**src/rtl/way_age_tracker_pkg.sv**
```systemverilog
// Shared definitions for the way age tracker: victim FSM encoding,
// way-index width derivation and the age saturation constant.
package way_age_tracker_pkg;

  typedef enum logic [1:0] {
    ST_IDLE = 2'd0,
    ST_SCAN = 2'd1,
    ST_DONE = 2'd2
  } victim_state_e;

  function automatic int idx_width(input int n);
    return (n <= 2) ? 1 : $clog2(n);
  endfunction

  function automatic int unsigned age_sat(input int w);
    return (32'd1 << w) - 32'd1;
  endfunction

  localparam int          DEF_AGE_W   = 4;
  localparam int unsigned DEF_AGE_SAT = age_sat(DEF_AGE_W);

endpackage

```
**src/rtl/way_age_counter.sv**
```systemverilog
// One way's saturating age counter and valid bit.
// Invalidate beats access; aging only applies to a valid way.
module way_age_counter
  import way_age_tracker_pkg::*;
#(
  parameter int W = 4
) (
  input  logic         clk_in,
  input  logic         reset_in,
  input  logic         access_i,
  input  logic         invalidate_i,
  input  logic         age_en_i,
  output logic [W-1:0] age_o,
  output logic         valid_o
);

  localparam logic [W-1:0] SAT = W'(age_sat(W));

  logic [W-1:0] age_q, age_d;
  logic         valid_q, valid_d;

  always_comb begin
    age_d   = age_q;
    valid_d = valid_q;
    if (invalidate_i) begin
      age_d   = '0;
      valid_d = 1'b0;
    end else if (access_i) begin
      age_d   = '0;
      valid_d = 1'b1;
    end else if (age_en_i && valid_q && (age_q != SAT)) begin
      age_d = age_q + 1'b1;
    end
  end

  always_ff @(posedge clk_in or negedge reset_in) begin
    if (!reset_in) begin
      age_q   <= '0;
      valid_q <= 1'b0;
    end else begin
      age_q   <= age_d;
      valid_q <= valid_d;
    end
  end

  assign age_o   = age_q;
  assign valid_o = valid_q;

endmodule

```
**src/rtl/way_age_tracker.sv**
```systemverilog
// Per-way age tracker with a snapshot-based, one-way-per-cycle victim search.
// Define WAY_AGE_TRACKER_INVALID_FIRST_EN to stop the search at the first invalid way.
module way_age_tracker
  import way_age_tracker_pkg::*;
#(
  parameter int SINGLE_WAY_WIDTH_IN_BITS = 4,
  parameter int NUM_WAY                  = 16,
  parameter int NUM_WAY_INDEX_WIDTH      = idx_width(NUM_WAY)
) (
  input  logic                                         clk_in,
  input  logic                                         reset_in,
  input  logic                                         access_valid_in,
  input  logic [NUM_WAY_INDEX_WIDTH-1:0]               access_way_in,
  input  logic                                         invalidate_valid_in,
  input  logic [NUM_WAY_INDEX_WIDTH-1:0]               invalidate_way_in,
  output logic [SINGLE_WAY_WIDTH_IN_BITS*NUM_WAY-1:0]  way_flatted_out,
  output logic [NUM_WAY-1:0]                           condition_out,
  input  logic                                         victim_request_valid_in,
  output logic                                         victim_request_ready_out,
  output logic                                         victim_valid_out,
  output logic [NUM_WAY_INDEX_WIDTH-1:0]               victim_way_out,
  output logic [SINGLE_WAY_WIDTH_IN_BITS-1:0]          victim_age_out,
  input  logic                                         victim_ready_in
);

  localparam int W  = SINGLE_WAY_WIDTH_IN_BITS;
  localparam int IW = NUM_WAY_INDEX_WIDTH;

  logic [NUM_WAY-1:0]        acc_hit, inv_hit, valid;
  logic [NUM_WAY-1:0][W-1:0] ages;

  for (genvar g = 0; g < NUM_WAY; g++) begin : g_way
    assign acc_hit[g] = access_valid_in     && (access_way_in     == IW'(g));
    assign inv_hit[g] = invalidate_valid_in && (invalidate_way_in == IW'(g));

    way_age_counter #(.W(W)) u_cnt (
      .clk_in       (clk_in),
      .reset_in     (reset_in),
      .access_i     (acc_hit[g]),
      .invalidate_i (inv_hit[g]),
      .age_en_i     (access_valid_in),
      .age_o        (ages[g]),
      .valid_o      (valid[g])
    );
  end

  assign way_flatted_out = ages;
  assign condition_out   = valid;

  victim_state_e             state_q, state_d;
  logic [IW-1:0]             idx_q, idx_d;
  logic [NUM_WAY-1:0][W-1:0] snap_age_q, snap_age_d;
  logic [NUM_WAY-1:0]        snap_vld_q, snap_vld_d;
  logic [IW-1:0]             best_way_q, best_way_d;
  logic [W-1:0]              best_age_q, best_age_d;
  logic                      ready_q, ready_d;
  logic                      vvalid_q, vvalid_d;
  logic [W-1:0]              cand_age;
  logic                      stop_early;
  logic                      last_idx;

  assign cand_age = snap_vld_q[idx_q] ? snap_age_q[idx_q] : '0;
  assign last_idx = (idx_q == IW'(NUM_WAY - 1));

`ifdef WAY_AGE_TRACKER_INVALID_FIRST_EN
  assign stop_early = !snap_vld_q[idx_q];
`else
  assign stop_early = 1'b0;
`endif

  always_comb begin
    state_d    = state_q;
    idx_d      = idx_q;
    snap_age_d = snap_age_q;
    snap_vld_d = snap_vld_q;
    best_way_d = best_way_q;
    best_age_d = best_age_q;
    ready_d    = ready_q;
    vvalid_d   = vvalid_q;
    case (state_q)
      ST_IDLE: begin
        if (victim_request_valid_in && ready_q) begin
          snap_age_d = ages;
          snap_vld_d = valid;
          best_way_d = '0;
          best_age_d = '0;
          idx_d      = '0;
          ready_d    = 1'b0;
          state_d    = ST_SCAN;
        end
      end
      ST_SCAN: begin
        if (stop_early) begin
          best_way_d = idx_q;
          best_age_d = '0;
          vvalid_d   = 1'b1;
          state_d    = ST_DONE;
        end else begin
          // strict compare keeps the lowest index on ties
          if (cand_age > best_age_q) begin
            best_way_d = idx_q;
            best_age_d = cand_age;
          end
          if (last_idx) begin
            vvalid_d = 1'b1;
            state_d  = ST_DONE;
          end else begin
            idx_d = idx_q + 1'b1;
          end
        end
      end
      ST_DONE: begin
        if (victim_ready_in) begin
          vvalid_d = 1'b0;
          ready_d  = 1'b1;
          state_d  = ST_IDLE;
        end
      end
      default: begin
        vvalid_d = 1'b0;
        ready_d  = 1'b1;
        state_d  = ST_IDLE;
      end
    endcase
  end

  always_ff @(posedge clk_in or negedge reset_in) begin
    if (!reset_in) begin
      state_q    <= ST_IDLE;
      idx_q      <= '0;
      snap_age_q <= '0;
      snap_vld_q <= '0;
      best_way_q <= '0;
      best_age_q <= '0;
      ready_q    <= 1'b1;
      vvalid_q   <= 1'b0;
    end else begin
      state_q    <= state_d;
      idx_q      <= idx_d;
      snap_age_q <= snap_age_d;
      snap_vld_q <= snap_vld_d;
      best_way_q <= best_way_d;
      best_age_q <= best_age_d;
      ready_q    <= ready_d;
      vvalid_q   <= vvalid_d;
    end
  end

  assign victim_request_ready_out = ready_q;
  assign victim_valid_out         = vvalid_q;
  assign victim_way_out           = best_way_q;
  assign victim_age_out           = best_age_q;

endmodule

```
**config.mk**
```make
export PLATFORM = sky130hd
export DESIGN_NAME = way_age_tracker
export DESIGN_NICKNAME = d
export VERILOG_FILES = /design/src/rtl/way_age_tracker_pkg.sv /design/src/rtl/way_age_counter.sv /design/src/rtl/way_age_tracker.sv
export SDC_FILE = /design/constraint.sdc
export NUM_CORES = 1
export LEC_CHECK = 0
export ABC_AREA = 1
export CAP_MARGIN = 20
export CORE_UTILIZATION = 41
export DETAILED_ROUTE_END_ITERATION = 12
export PLACE_DENSITY = 0.7
export SYNTH_ARGS = -nofsm -noshare
export SYNTH_HDL_FRONTEND = slang
export SYNTH_SLANG_ARGS = --single-unit
```
**constraint.sdc**
```tcl
create_clock -name clk_in -period 4.14 [get_ports clk_in]
set_input_delay 1.035 -clock clk_in [delete_from_list [all_inputs] [get_ports clk_in]]
set_output_delay 1.035 -clock clk_in [all_outputs]
set_load 0.005 [all_outputs]
```
==> Word-level counts from Yosys, hierarchy flattened <==
Index checks and enable logic that the tools add are counted.
{ "word_totals": {"memories": 0, "mem_bits_ro": 0, "ram_bits": 0, "output_inout_bits": 90, "latchBits": 0, "word_cells": 339, "input_bits": 14, "regBits": 176} }
{ "classes": {"n_eq_ne": 54, "reduce_logical": 107, "mux": 102, "mul": 0, "magnitude_cmp": 2, "n_bitwise": 2, "addsub": 17, "div_mod_pow": 0, "shifts": 0} }
{ "op_table": {"columns": ["cell", "count"], "rows": [
  ["$mux 4", 54],
  ["$add 4x1->4 const B", 17],
  ["$eq 4x4->1 const B", 17],
  ["$logic_and 1x1->1", 65],
  ["$ne 4x4->1 const B", 16],
  ["$reduce_bool 3->1", 16],
  ["$mux 1", 37],
  ["$reduce_bool 2->1", 17],
  ["$eq 4x3->1 const B", 8],
  ["$pmux 4 s2", 3],
  ["$bmux 4 s4", 1],
  ["$eq 4x2->1 const B", 4],
  ["$reduce_and 3->1", 5],
  ["$ne 2x2->1 const B", 5],
  ["$eq 4x1->1 const B", 2],
  ["$logic_not 4->1", 2],
  ["$mux 2", 3],
  ["$pmux 1 s3", 2],
  ["$pmux 2 s3", 1],
  ["$lt 4x5->1 const B", 1],
  ["$bmux 1 s4", 1],
  ["$gt 4x4->1", 1],
  ["$eq 2x1->1 const B", 1],
  ["$eq 2x2->1 const B", 1],
  ["3 further kinds", 4]
]} }

==> Longest topological paths before layout <==
{ "depth": {"word_depth": 6, "ltp_mapped": 20, "mapped_depth_nobuf": 18} }

==> Modules after synthesis <==
A second synthesis with hierarchy kept.
{ "unflattened": {"cells_unflattened": 1299, "area_unflattened_um2": 9421.5} }
{ "modules_own_cells": {"columns": ["mod", "seq_area_each_um2", "area_per_inst_um2", "cells_per_inst", "instances"], "rows": [
  ["way_age_tracker", 2403.6, 4957.3, 675, 1],
  ["way_age_counter", 125.1, 279.0, 39, 16]
]} }

==> Worst setup path after synthesis <==
No wires, ideal clock.
{ "synth_path": {"path_type": "register -> register", "from": "register idx_q[0]", "to": "register best_way_q[3], in the netlist victim_way_out[3]", "path_stages_with_launch": 21, "setup_ps": 129, "arrival_ps": 2061, "setup_slack_ps": 1951, "n_path_buf": 3, "cell_sequence": "dfrtp_1 > buf_6 > inv_2 > buf_6 > buf_6 > nand2_1 > nand3_1 > nand3_1 > nand3_1 > nand2_1 > nand2_1 > inv_1 > ha_1 > nand2_1 > inv_1 > a31oi_1 > nand2_1 > nand2_1 > inv_1 > nand2_1 > o21ai_0"} }
{ "synth_between": {"elab_chain_cells": 6, "elab_cells_between_ends": 8, "cone_classes": "order compare (1); eq/ne (1); mux (5); reduce/logical (1)"} }
{ "synth_rtl": {"columns": ["item", "line_no", "source"], "rows": [
  ["start: declaration", "way_age_tracker.sv:51", "logic [IW-1:0] idx_q, idx_d;"],
  ["start signal: assignment", "way_age_tracker.sv:139", "idx_q <= idx_d;"],
  ["$bmux 4 s4 or $bmux 1 s4 (tied branches)", "way_age_tracker.sv:62", "assign cand_age = snap_vld_q[idx_q] ? snap_age_q[idx_q] : '0;"],
  ["$mux 4 (implied by the code) or $mux 1 (tied branches)", "way_age_tracker.sv:62", null],
  ["$mux 4 (*)", "way_age_tracker.sv:62", null],
  ["$gt 4x4->1 (*)", "way_age_tracker.sv:100", "if (cand_age > best_age_q) begin"],
  ["$ne 2x2->1 (no line) (*)", null, null],
  ["$reduce_and 3->1 (no line) (*)", null, null],
  ["end signal: assignment", "way_age_tracker.sv:142", "best_way_q <= best_way_d;"],
  ["end: declaration", "way_age_tracker.sv:54", "logic [IW-1:0] best_way_q, best_way_d;"]
]} }
Every way passes the cells marked *; elsewhere a longest branch is shown, timed or not. The select of a mux whose other input is x is not followed.
A chain may end at the register's enable or synchronous reset.

==> Worst setup path in the final report <==
{ "layout_path": {"from": "register idx_q[2]", "to": "register best_way_q[3], in the netlist victim_way_out[3]"} }
The elaborated chain is that of the path after synthesis.

==> impl_metrics.json <==
{
  "yosys_register_bits": 176,
  "synthCells": 1117,
  "portBuffers": 103,
  "wire_per_inst_um": 14.9,
  "worstPathArrival_ps": 3140,
  "clock_path_buffers": 2,
  "drt_iter0_drc": 650,
  "layout_min_cycle_time_ps": 2820,
  "outcome": "complete, no violations",
  "final_cell_mix": "nand2_1, dfrtp_1, inv_1",
  "holdBufCountCts": 0,
  "cts.htree.levels": 4,
  "cp.required_ps": 4450,
  "grt.overflow.total": 0,
  "maxCapViolCount": 0,
  "cts-root-buf": "clkbuf_16",
  "rows": 53,
  "die_area_um2": 22100,
  "cts_buffers": 17,
  "max-slew-margin-rel": 0.443,
  "leakagePower_nw": 5.26,
  "routed_wl_um": 22100,
  "diodes": 0,
  "cts_tree": "done",
  "viasPerCell": 5.06,
  "critical_path_class": "flip-flop to flip-flop",
  "clk_pin_slew_ps": 70,
  "core_area_um2": 21100,
  "synth-warning-count": 0,
  "setup_violations": 0,
  "antenna_found_initial": 0,
  "vias": 7509,
  "hpwl_um": 15900,
  "tightest_slew_ps": 835,
  "grt_max_degree": 88,
  "initial_core_util": 0.419,
  "synth_top_area_cell": "dfrtp_1",
  "areaGrowthSynthToFinish_pct": 19.7,
  "hold_class": "flip-flop to flip-flop",
  "cts.sinks": 176,
  "ys_seq_area_frac": 0.499,
  "layout-drive-gt1-share": 0.0455,
  "postRouteAntennaNets": 0,
  "fin_skew_ps": 8.41,
  "synth_area_leaders": "dfrtp_1, nand2_1, o21ai_0, inv_1, nand3_1",
  "synth_top_area_share": 0.496,
  "drcViolationCount": 0,
  "netlist_area_um2": 8830,
  "cts_resized": 0,
  "syn-num-nets": 1152,
  "holdWs_ps": 483,
  "cp_max_fo": 12,
  "ys_types": 32,
  "fin_nets": 1231,
  "die_x_um": 149,
  "io_pins": 104,
  "power.density_nw_per_um2": 785,
  "drv_slew": 0,
  "crit_path_end_kind": "flip-flop",
  "avgSynthCellArea_um2": 7.90,
  "die_y_um": 149,
  "start_kind": "flip-flop",
  "max_freq_mhz": 354,
  "final_common_cell": "nand2_1",
  "setup_tns_ps": 0,
  "fin_crit_sh": 0.682,
  "final_hold_viol_count": 0,
  "gp_congestion": 0.872,
  "rsz0062_at_grt": "no",
  "grt_pass1_vias": 7234,
  "grtUsageTotal": 0.214,
  "clk_latency_ps": 440,
  "vdd_drop_max_mv": 0.384,
  "grt_pass1_wl_um": 37100,
  "first_pass_iters": 5,
  "cts_setup_buffers": 0
}
==> layer usage <==
metal  track usage  vias to the layer above  share of wire
met3        0.0453                       28          0.056
met1         0.309                     3557           0.48
met4        0.0597                        0          0.012
met2         0.326                      198           0.45
li1              -                     3726              -
met5             0                        -              0
==> final cells by class <==
type                       instances  area (um^2)
tap                              275          344
inverter                         146          548
timing repair buffer             111         1090
sequential                       176         4410
multi-input combinational        744         3550
fill                            2084        10500
clock buffer                      19          453
clock inverter                    13          174
==> final timing paths <==
| kind | startpoint | end | slack, ps | depth (start not counted) |
|---|---|---|---|---|
| worst max-delay path | idx_q[2]$_DFFE_PN0P_ | victim_way_out[3]$_DFFE_PN0P_ | 1320 | 17 |
| worst min-delay path | snap_age_q[13]$_DFFE_PN0P_ | snap_age_q[13]$_DFFE_PN0P_ | 480 | 2 |
| worst max register to register | idx_q[2]$_DFFE_PN0P_ | victim_way_out[3]$_DFFE_PN0P_ | 1320 | 17 |
| worst min register to register | snap_age_q[13]$_DFFE_PN0P_ | snap_age_q[13]$_DFFE_PN0P_ | 480 | 2 |
| max in group asynchronous | reset_in | snap_age_q[26]$_DFFE_PN0P_ | 2610 | 2 |
| min in group asynchronous | reset_in | g_way[0].u_cnt.age_o[0]$_DFFE_PN0P_ | 640 | 1 |
==> registers in the layout (all words and copies together) (netlist names) <==
name / count
victim_valid_out: 1
victim_age_out: 4
g_way.u_cnt.valid_o: 16
g_way.u_cnt.age_o: 64
snap_age_q: 64
victim_request_ready_out: 1
state_q: 2
snap_vld_q: 16
idx_q: 4
victim_way_out: 4
==> cells in the mapped netlist <==
cell type / count
nand3_1: 103
nor2_4: 1
a21oi_1: 31
dfstp_2: 1
buf_2: 18
o21ai_0: 115
nand3_2: 8
nand2_1: 289
o32ai_1: 1
a21boi_0: 7
o21ai_1: 5
clkinv_1: 1
buf_4: 20
nor3_1: 7
and3b_1: 3
inv_2: 1
ha_1: 21
nor2_1: 107
a31oi_1: 9
xor2_1: 1
and2_1: 10
a31oi_2: 1
dfrtp_1: 175
nor3b_1: 3
a41oi_1: 1
buf_6: 6
nand4_1: 18
nand2_2: 1
o21bai_1: 1
o21a_1: 1
inv_1: 144
clkbuf_1: 7
==> logic make-up after synthesis <==
logic type / Yosys count / share of synthesized area
AND/OR/NAND/NOR: 550 / 0.267
buffers and inverters: 197 / 0.0999
flip-flops: 176 / 0.499
AO/OA/AOI/OAI: 172 / 0.103
adder cells (fa/ha/maj): 21 / 0.0298
XOR/XNOR: 1 / 0.000992
==> critical path, cell delays in order, from the launching register on <==
cell	delay, ps
dfrtp_1	430
inv_1	250
nor2_4	340
nand3_1	190
nand2_1	110
nor2_1	40
nand2_1	70
nand2_1	80
nand2_1	70
inv_1	40
ha_1	280
nand2_1	70
o21ai_0	180
nand2_1	120
nand2_1	120
inv_1	140
nand2_1	80
o21ai_0	70
==> power breakdown <==
part,switching (mW),total [mW],internal (mW)
sequential,0.747,3.25,2.50
clock,0.708,1.70,0.994
combinational,1.82,3.35,1.52
==> through the flow <==
step | std cells | utilization | setup WS (ps) | area [um^2] | total power [mW]
floorplan | 1117 | - | 1950 | 8830 | 5.18
detailed placement | 1452 | 0.471 | 1410 | 9940 | 6.60
global placement | 1452 | 0.471 | 1410 | 9940 | 6.50
CTS | 1484 | 0.501 | 1380 | 10600 | 8.34
finish | 1484 | 0.501 | 1320 | 10600 | 8.30
global route | 1484 | 0.501 | 1020 | 10600 | 9.03
Note: power is estimated with default switching activity, not from simulation.
